## config.mk

```make
export PLATFORM = sky130hd
export DESIGN_NAME = core_param
export DESIGN_NICKNAME = d
export VERILOG_FILES = /design/src/rtl/core_param_pkg.sv /design/src/rtl/core_param_alu.sv /design/src/rtl/core_param.sv
export SDC_FILE = /design/constraint.sdc
export NUM_CORES = 1
export LEC_CHECK = 0
export CAP_MARGIN = 10
export CORE_ASPECT_RATIO = 1.4
export CORE_MARGIN = 2
export CORE_UTILIZATION = 30
export DETAILED_ROUTE_END_ITERATION = 8
export DONT_BUFFER_PORTS = 1
export GPL_ROUTABILITY_DRIVEN = 0
export GPL_TIMING_DRIVEN = 0
export PLACE_DENSITY_LB_ADDON = 0.15
export SYNTH_ARGS = -nofsm -noshare
export SYNTH_HDL_FRONTEND = slang
export SYNTH_SLANG_ARGS = --single-unit
```

## constraint.sdc

```tcl
create_clock -name clk -period 2.1 [get_ports clk]
set_input_delay 0.315 -clock clk [delete_from_list [all_inputs] [get_ports clk]]
set_output_delay 0.315 -clock clk [all_outputs]
set_load 0.03 [all_outputs]
```

## src/rtl/core_param_pkg.sv

```systemverilog
// rtl/core_param_pkg.sv - shared types and constants for the parametrised accumulator core
// Purpose: FSM state type, destination-field codes and instruction field
//          positions expressed as functions of the data width DW.
// Ports:   none (package).
package core_param_pkg;

   typedef enum logic [1:0] {
      FETCH = 2'd0,
      EXEC  = 2'd1,
      HALT  = 2'd2
   } state_t;

   localparam logic [1:0] DST_A   = 2'd0;
   localparam logic [1:0] DST_B   = 2'd1;
   localparam logic [1:0] DST_O   = 2'd2;
   localparam logic [1:0] DST_NOP = 2'd3;

   // Instruction layout, MSB first: J C D[1:0] Sreg S imm[DW-1:0]
   function automatic int iw_of(input int dw);
      return dw + 6;
   endfunction

   function automatic int j_pos(input int dw);
      return dw + 5;
   endfunction

   function automatic int c_pos(input int dw);
      return dw + 4;
   endfunction

   function automatic int d_hi(input int dw);
      return dw + 3;
   endfunction

   function automatic int d_lo(input int dw);
      return dw + 2;
   endfunction

   function automatic int sreg_pos(input int dw);
      return dw + 1;
   endfunction

   function automatic int s_pos(input int dw);
      return dw;
   endfunction

endpackage

```

## src/rtl/core_param_alu.sv

```systemverilog
// rtl/core_param_alu.sv - combinational add/subtract unit with carry/borrow
// Purpose: out = a + b (sub=0) or a - b (sub=1); carry is the add carry-out
//          or the subtract borrow (a < b).
//          Build macro CORE_SAT_EN: saturate instead of wrapping (add overflow
//          gives all-ones, subtract underflow gives zero); carry is unchanged.
// Ports:   a, b   in  DW  operands
//          sub    in  1   0 = add, 1 = subtract
//          out    out DW  result
//          carry  out 1   carry (add) or borrow (subtract)
module core_param_alu
   import core_param_pkg::*;
#(
   parameter int DW = 4
) (
   input  logic [DW-1:0] a,
   input  logic [DW-1:0] b,
   input  logic          sub,
   output logic [DW-1:0] out,
   output logic          carry
);

   logic [DW:0]   sum;
   logic [DW-1:0] diff;
   logic          borrow;

   always_comb begin
      sum    = {1'b0, a} + {1'b0, b};
      diff   = a - b;
      borrow = (a < b);
      carry  = sub ? borrow : sum[DW];
`ifdef CORE_SAT_EN
      if (sub) begin
         out = borrow ? '0 : diff;
      end else begin
         out = sum[DW] ? '1 : sum[DW-1:0];
      end
`else
      out = sub ? diff : sum[DW-1:0];
`endif
   end

endmodule

```

## src/rtl/core_param.sv

```systemverilog
// rtl/core_param.sv - parametrised accumulator core with fetch/execute FSM
// Purpose: two-cycle fetch/execute core with registers A, B, O, a carry flag,
//          conditional/unconditional jumps, HALT and a run enable.
//          Build macro CORE_SAT_EN selects saturating arithmetic in the ALU.
// Ports:   clk        in  1   core clock
//          reset      in  1   asynchronous, active-high reset
//          en         in  1   run enable; low stalls every state element
//          imem_addr  out AW  fetch address (= pc)
//          imem_data  in  IW  instruction, combinational from imem_addr
//          out_data   out DW  register O
//          out_valid  out 1   pulse in the cycle after O is written
//          halted     out 1   core stopped by HALT
//          carry      out 1   registered carry/borrow flag
module core_param
   import core_param_pkg::*;
#(
   parameter  int DW = 4,
   parameter  int AW = 4,
   localparam int IW = iw_of(DW)
) (
   input  logic          clk,
   input  logic          reset,
   input  logic          en,
   output logic [AW-1:0] imem_addr,
   input  logic [IW-1:0] imem_data,
   output logic [DW-1:0] out_data,
   output logic          out_valid,
   output logic          halted,
   output logic          carry
);

   localparam int JP = j_pos(DW);
   localparam int CP = c_pos(DW);
   localparam int DH = d_hi(DW);
   localparam int DL = d_lo(DW);
   localparam int RP = sreg_pos(DW);
   localparam int SP = s_pos(DW);

   state_t        state, state_next;
   logic [AW-1:0] pc, pc_next;
   logic [IW-1:0] ir;
   logic [DW-1:0] reg_a, reg_b, reg_o;
   logic          carry_q, valid_q;

   logic          f_j, f_c, f_sreg, f_s;
   logic [1:0]    f_d;
   logic [DW-1:0] f_imm;
   logic [DW-1:0] alu_out, reg_in;
   logic          alu_carry;
   logic          load_ir, wr_a, wr_b, wr_o, wr_carry;

   assign f_j    = ir[JP];
   assign f_c    = ir[CP];
   assign f_d    = ir[DH:DL];
   assign f_sreg = ir[RP];
   assign f_s    = ir[SP];
   assign f_imm  = ir[DW-1:0];

   core_param_alu #(.DW(DW)) u_alu (
      .a     (reg_a),
      .b     (reg_b),
      .sub   (f_s),
      .out   (alu_out),
      .carry (alu_carry)
   );

   assign reg_in = f_sreg ? alu_out : f_imm;

   // State register
   always_ff @(posedge clk or posedge reset) begin
      if (reset) begin
         state <= FETCH;
      end else if (en) begin
         state <= state_next;
      end
   end

   // Next-state logic
   always_comb begin
      state_next = state;
      case (state)
         FETCH:   state_next = EXEC;
         EXEC:    state_next = (f_j && f_c) ? HALT : FETCH;
         HALT:    state_next = HALT;
         default: state_next = FETCH;
      endcase
   end

   // Output/control logic; HALT (J=1,C=1) suppresses every write in EXEC
   always_comb begin
      load_ir  = 1'b0;
      wr_a     = 1'b0;
      wr_b     = 1'b0;
      wr_o     = 1'b0;
      wr_carry = 1'b0;
      pc_next  = pc;
      case (state)
         FETCH: load_ir = 1'b1;
         EXEC: begin
            if (!(f_j && f_c)) begin
               wr_carry = 1'b1;
               wr_a     = (f_d == DST_A);
               wr_b     = (f_d == DST_B);
               wr_o     = (f_d == DST_O);
               // Conditional jump tests the carry held before this EXEC
               if (f_j || (f_c && carry_q)) begin
                  pc_next = f_imm[AW-1:0];
               end else begin
                  pc_next = pc + AW'(1);
               end
            end
         end
         default: ;
      endcase
   end

   always_ff @(posedge clk or posedge reset) begin
      if (reset) begin
         pc      <= '0;
         ir      <= '0;
         reg_a   <= '0;
         reg_b   <= '0;
         reg_o   <= '0;
         carry_q <= 1'b0;
         valid_q <= 1'b0;
      end else if (en) begin
         pc      <= pc_next;
         valid_q <= wr_o;
         if (load_ir)  ir      <= imem_data;
         if (wr_a)     reg_a   <= reg_in;
         if (wr_b)     reg_b   <= reg_in;
         if (wr_o)     reg_o   <= reg_a;
         if (wr_carry) carry_q <= alu_carry;
      end
   end

   assign imem_addr = pc;
   assign out_data  = reg_o;
   assign out_valid = valid_q;
   assign halted    = (state == HALT);
   assign carry     = carry_q;

endmodule

```

---- Word level (Yosys, flattened, before mapping) ----
Index checks and enable logic that the tools add are counted.
storage, ports and cells
  bits in registers ....................... 30
  bits of input ports ..................... 13
  output and inout bits ................... 11
  logic and storage cells ................. 43
operators by class
  add/sub/neg operators ................... 3
  order comparisons ....................... 1
  eq/ne operators ......................... 4
  muxes and demuxes ....................... 15
  bitwise logic cells ..................... 1
  reductions and logical operators ........ 11
operators by type and width
  operator                                             number
  two-way mux 4 bit                                    3
  two-way mux 1 bit                                    10
  AND reduction 2 bit                                  5
  one-hot mux 2 bit (3 select lines)                   1
  adder 4 x 4 -> 5 bit                                 1
  adder 4 x 1 -> 4 bit, second input constant          1
  equality test 2 x 1 -> 1 bit, second input constant  2
  equality test 2 bit, second input constant           2
  logical NOT 2 bit                                    2
  less-than comparator 4 bit                           1
  subtractor 4 bit                                     1
  AND reduction 3 bit                                  1
  logical AND 1 bit                                    2
  two-way mux 2 bit                                    1
  logical OR 1 bit                                     1
  inverter 1 bit                                       1

---- Logic depth before layout (Yosys ltp) ----
Gate-level depths: netlist (run 1).
  depth in word-level cells ............... 4
  mapped depth ............................ 8
  mapped depth without buffers ............ 8

---- Cells and area by module ----
Synthesis (run 1) repeated with hierarchy kept, for this count alone.
unflattened totals
  cells, all modules ...................... 134
  area, all modules ....................... 1,672.9 um^2
by module, submodules not included
  module          times used  cells each  area an instance (um^2)  seq. area each (um^2)
  core_param      1           98          1,353.8                  750.7
  core_param_alu  1           36          319.1                    0.0

---- Least setup slack after synthesis (run 1) ----
No wires, ideal clock.
  kind .................................... flip-flop to flip-flop
  start ................................... register reg_b[1]
  end ..................................... register reg_a[3]
  library setup time ...................... 82 ps
  arrival time ............................ 1,638 ps
  data required time ...................... 2,018 ps
  slack ................................... 380 ps
  cell stages (with the launch flop) ...... 8
  buffers on the path ..................... 0
  period minus slack after synthesis ...... 1,720 ps
  cell sequence ........................... dfrtp_1 inv_1 ha_1 inv_1 a2111oi_0 nor4_1 nand3b_1 a31oi_1
between the ends
  cells in the longest elaborated chain, start to end .. 3
  elaborated cells on any way between the ends .. 4
  classes of those cells .................. add/sub: 2; mux: 2
ends and longest elaborated chain
  what                                                             line                                        RTL
  from (decl)                                                      core_param.sv:42                            logic [DW-1:0] reg_a, reg_b, reg_o;
  from (signal assigned)                                           core_param.sv:131                           if (wr_b) reg_b <= reg_in;
  adder 4 x 4 -> 5 bit / subtractor 4 bit (equally long branches)  core_param_alu.sv:27, core_param_alu.sv:28
  two-way mux 4 bit *                                              core_param_alu.sv:38                        out = sub ? diff : sum[DW-1:0];
  two-way mux 4 bit *                                              core_param.sv:67                            assign reg_in = f_sreg ? alu_out : f_imm;
  to (signal assigned)                                             core_param.sv:130                           if (wr_a) reg_a <= reg_in;
  to (decl)                                                        core_param.sv:42
Every way passes the cells marked *; elsewhere a longest branch is shown, timed or not.
A chain may end at the register's enable or synchronous reset.

---- Worst setup path in the final report (run 1) ----
Same ends and word-level chain as after synthesis.

==> impl_metrics.toml, run 1 <==
[clocking]
clk_latency_ns = 0.28
cts-htree-levels = 2
clock_path_buffers = 2
ctsHoldBuffers = 0
cts.clk_slew.worst_paths_ns = 0.06
post-cts-setup-buffers = 0
cts_buffers = 5
root_buffer = "clkbuf_8"
cts_resized = 0
cts_tree = "yes"
clock_sink_count = 30

[critical_path]
r2r-start = "reg_b[1]"
start_kind = "flop"
critPathMaxFanout = 4
crit_type = "reg2reg"
worst_setup_path_end_kind = "flop"
ff2ff_path_depth = 7
reg2reg_to = "reg_a[3]"
reg2reg_slack_ns = 0.18
startpoint = "reg_b[1]"
worst_ep_arrival_time_ns = 2.12
critical_path_required_ns = 2.30

[place]
dp_hpwl_um = 2450
port_buffers = 0

[power_and_ir_drop]
p_leak_nw = 0.805
pwr_density_cell_mw_per_mm2 = 1720
power.total_mw = 3.06
ir_worst_vdd_mv = 0.408

[floorplanning]
dieWidth_um = 65.5
die_h_um = 90.0
dieArea_mm2 = 0.00589
coreArea_mm2 = 0.00512
placement_rows = 31
io_pins = 24
initial_core_util_pct = 31.0

[synth]
syn_inst = 141
avgSynthCellArea_um2 = 11.3
ys_warn_count = 0
syn_area_mm2 = 0.00159
syn-num-nets = 165
ys_types = 35
synth_top_cells_by_area = "dfrtp_1, mux2_2, ha_1"
synth_edf_count = 0
synth_largest_area_cell = "dfrtp_1"
synth_top_area_share_pct = 47.3
ys_ff_latch = 30
seq_area_frac_synth_pct = 47.3
synth-async-reset-ratio_pct = 100
synth-main-ff-cell = "dfrtp_1"

[sta]
worst_clock_skew_ns = 0.00415
max_clock_freq_ghz = 0.521
tightest_slew_ns = 0.815
rsz0062_at_grt = "no"
fin_setup_tns_ns = 0
hold_viol = 0
setup_viol = 0
min_period_over_period_pct = 91.4
slew_headroom_pct = 45.3
finalMaxSlewViolations = 0
min_period_ns = 1.92

[grt]
grt_pass1_wl_um = 5330
grt_max_degree = 31
grt_overflow = 0
grt_pass1_vias = 1090
antenna_found_initial = 0
track_usage_pct = 12.1

[final_layout]
antennaDiodeCount = 0
final_cell_mix = "dfrtp_1, mux2_2, inv_1, nand2_1"
final_common_cell = "dfrtp_1"
syn2layout_area_growth_pct = 12.0
drive_above_1_share_pct = 19.3
nets = 173

[hold_path]
worstHoldPathType = "in2async"

[drt]
dr.pass1.iters = 4
wirelength_um = 3300
wl_per_cell_um = 15.3
remaining_drc_errors = 0
postRouteAntennaNets = 0
first_iter_violations = 22
vias_per_cell = 4.84
vias = 1046

[flow_run]
cap_violations = 0

[run_status]
run_status = "complete, no violations"
## stage by stage
stage | instances | hold WS (ns) | utilization [%] | area [um^2] | setup slack [ns]
after floorplan | 141 | 0.406 | - | 1590 | 0.380
after global placement | 207 | 0.468 | 32.6 | 1670 | 0.199
after detailed placement | 207 | 0.470 | 32.6 | 1670 | 0.0475
after CTS | 215 | 0.169 | 34.4 | 1760 | 0.0313
after global routing | 216 | 0.0746 | 34.7 | 1780 | 0.0715
final | 216 | 0.0320 | 34.7 | 1780 | 0.181
## worst max-delay path: stages (launching register included)
cell,delay (ns)
dfrtp_1,0.44
inv_1,0.08
ha_1,0.29
inv_1,0.04
a2111oi_1,0.49
nor4_1,0.11
nand3b_1,0.20
a31oi_1,0.19
## cells in the mapped netlist, drive strengths merged (2+ instances only)
| library cell | number |
|---|---|
| nand2 | 12 |
| fa | 2 |
| nand3b | 3 |
| inv | 11 |
| nor2 | 5 |
| nor3 | 2 |
| mux2i | 5 |
| o21ai | 9 |
| nor3b | 2 |
| a31oi | 2 |
| dfrtp | 30 |
| nand2b | 2 |
| a21o | 2 |
| nand3 | 4 |
| nor2b | 2 |
| buf | 2 |
| ha | 9 |
| a21oi | 8 |
| o31ai | 2 |
| mux2 | 15 |
## layout make-up
type                       instances  area [um^2]
multi-input combinational         97          782
inverter                          11         41.3
buffer                             3         13.8
clock buffer                       7         86.3
clock inverter                     1         5.00
timing repair buffer               1         15.0
fill                             544         3340
tap                               66         82.6
sequential                        30          751
## logic make-up (layout without fill, tap and decap cells)
| logic type | count (synthesis) | in the layout | synth area share (%) |
|---|---|---|---|
| and+or+nand+nor | 36 | 36 | 13.4 |
| DFF | 30 | 30 | 47.3 |
| AOI/OAI and AO/OA | 29 | 29 | 11.8 |
| muxes | 20 | 20 | 13.8 |
| buffers and inverters | 14 | 23 | 3.47 |
| adders and majority gates | 11 | 11 | 9.62 |
| xor gates and xnor gates | 1 | 1 | 0.552 |
## worst max-delay path by stage
stage / end / cells past startpoint
finish: reg_a[3] / 7
global route: reg_a[3] / 7
CTS: reg_a[3] / 7
detailed placement: reg_a[3] / 7
global placement: reg_a[3] / 7
floorplan: reg_a[3] / 7
## metal layers
metal  global-route usage, %  routed length, um
met5                       0                  0
met3                    4.26                183
met2                    21.0               1740
met1                    12.7               1320
met4                    5.73                 51
## state kept, by name, summed over array words and instances (netlist names)
name,flops
carry,1
reg_b,4
out_data,4
state,2
out_valid,1
reg_a,4
imem_addr,4
ir,10
## where the power goes
| group | total (mW) | internal [mW] | switching, mW |
|---|---|---|---|
| sequential | 1.34 | 0.858 | 0.484 |
| combinational | 1.23 | 0.599 | 0.635 |
| clock | 0.480 | 0.264 | 0.216 |
No activity file was read; power rests on OpenSTA's default activity.
==> inputs of run 2 (changes only) <==
--- a/config.mk
+++ b/config.mk
@@ -6,6 +6,8 @@
 export NUM_CORES = 1
 export LEC_CHECK = 0
 export CAP_MARGIN = 10
+export CELL_PAD_IN_SITES_DETAIL_PLACEMENT = 0
+export CELL_PAD_IN_SITES_GLOBAL_PLACEMENT = 1
 export CORE_ASPECT_RATIO = 1.4
 export CORE_MARGIN = 2
 export CORE_UTILIZATION = 30
==> impl_metrics.toml, run 2 (synthesis results as in run 1) <==
[run_status]
run_status = "complete, no violations"

[grt]
antenna_found_initial = 0
track_usage_pct = 12.4
grt_overflow = 0
grt_pass1_wl_um = 5530
grt_pass1_vias = 1138
grt_max_degree = 31

[power_and_ir_drop]
ir_worst_vdd_mv = 0.446
switchingPower_mw = 1.32
p_leak_nw = 0.806
internal_power_mw = 1.68
p_seq_share_pct = 44.7
pwr_density_cell_mw_per_mm2 = 1690
clkPwrFrac_pct = 14.5
p_comb_share_pct = 40.8
power.total_mw = 3.00
p_sw_share_pct = 44.1

[critical_path]
start_kind = "flop"
worst_setup_path_end_kind = "flop"
cpPeakStageDelay_ns = 0.46
crit_slowest_cell = "a2111oi_1"
critPathTopFamily = "compound AO/OA/AOI/OAI gates"
critical_path_required_ns = 2.30
cp_common_cell = "inv_1"
worst_ep_arrival_time_ns = 2.09
crit_type = "reg2reg"
crit_chain = "inv_1, ha_1, inv_1, a2111oi_1, nor4_1, nand3b_1, a31oi_1"
startpoint = "reg_b[1]"
critPathMaxFanout = 4
path_buf_inv = 2
r2r-start = "reg_b[1]"

[sta]
rsz0062_at_grt = "no"
hold_viol = 0
max_clock_freq_ghz = 0.529
worst_clock_skew_ns = 0.00847
slew_headroom_pct = 44.0
fin_setup_tns_ns = 0
min_period_over_period_pct = 90.0
holdWs_ns = 0.00941
tightest_slew_ns = 0.835
finalMaxSlewViolations = 0
fin_ws_ns = 0.211
setup_viol = 0
min_period_ns = 1.89

[drt]
wl_met3_um = 159
dr.pass1.iters = 4
wl_met1_um = 1310
postRouteAntennaNets = 0
vias = 1034
wirelength_um = 3250
vias_per_cell = 4.81
wl_per_cell_um = 15.1
first_iter_violations = 14
remaining_drc_errors = 0
top_layer_used = "met4"
dr_wl_met2_um = 1740

[final_layout]
final_cell_mix = "dfrtp_1, mux2_2, inv_1, nand2_1"
regMostFlops = "ir"
stdcell_count = 215
antennaDiodeCount = 0
nets = 173
final_common_cell = "dfrtp_1"
drive_above_1_share_pct = 19.5
final.fill_count = 529
multi_input_area_um2 = 782
largest_reg_flops = 10
regArea_um2 = 751
syn2layout_area_growth_pct = 12.0

[floorplanning]
dieWidth_um = 65.5
die_h_um = 90.0
io_pins = 24
coreArea_mm2 = 0.00512
dieArea_mm2 = 0.00589
initial_core_util_pct = 31.0
placement_rows = 31

[clocking]
cts_buffers = 5
cts-htree-levels = 2
clk_latency_ns = 0.28
cts_tree = "yes"
post-cts-setup-buffers = 0
clock_path_buffers = 2
cts.clk_slew.worst_paths_ns = 0.07
ctsHoldBuffers = 0
clock_sink_count = 30
root_buffer = "clkbuf_8"
cts_resized = 0

[hold_path]
worstHoldPathType = "in2async"

[place]
dp.cells = 207
dp_hpwl_um = 2410
port_buffers = 0
dp_slack_ns = 0.143

[flow_run]
cap_violations = 0
## run 2: changes by cell type in the layout (fill, tap and decap cells not counted), sizes merged
cell	delta
clkinv	+1
clkbuf	-2
## run 2: power groups by stage
stage,combinational [mW],clock [mW],sequential (mW)
2_1_floorplan,1.01,0,1.26
4_1_cts,1.24,0.457,1.35
6_report,1.23,0.435,1.34
5_1_grt,1.40,0.484,1.40
3_5_place_dp,1.23,0,1.36
3_3_place_gp,1.21,0,1.35
## run 2: area by class of cell
cell class | instances | area share, %
buffer | 3 | 0.775
timing repair buffer | 1 | 1.55
sequential | 30 | 42.3
clock inverter | 2 | 0.563
multi-input combinational | 97 | 44.0
clock buffer | 5 | 3.87
inverter | 11 | 2.32
tap | 66 | 4.65
## run 2: worst register-to-register path, stage by stage, from the launching register on
cell       delay (ns)
dfrtp_1          0.45
inv_1            0.08
ha_1             0.29
inv_1            0.04
a2111oi_1        0.46
nor4_1           0.10
nand3b_1         0.20
a31oi_1          0.18
## run 2: per-layer routing
layer / vias up / track usage, %
li1: 511 / -
met2: 20 / 21.1
met1: 498 / 13.8
met3: 5 / 4.13
met4: 0 / 5.21
met5: - / 0
## run 2: worst paths after layout
path / to / slack, ns / depth (start not counted)
min: imem_addr[1] / 0.009 / 1
max: reg_a[3] / 0.21 / 7
min in group clk: ir[3] / 0.18 / 1
max in group asynchronous: ir[5] / 1.58 / 2
min reg2reg: reg_b[0] / 0.54 / 1
max reg2reg: reg_a[3] / 0.21 / 7
## run 2: metrics by stage
step | cell area [um^2] | util, %
3_3_place_gp | 1670 | 32.6
3_5_place_dp | 1670 | 32.6
5_1_grt | 1780 | 34.7
6_report | 1780 | 34.7
4_1_cts | 1750 | 34.1
2_1_floorplan | 1590 | -
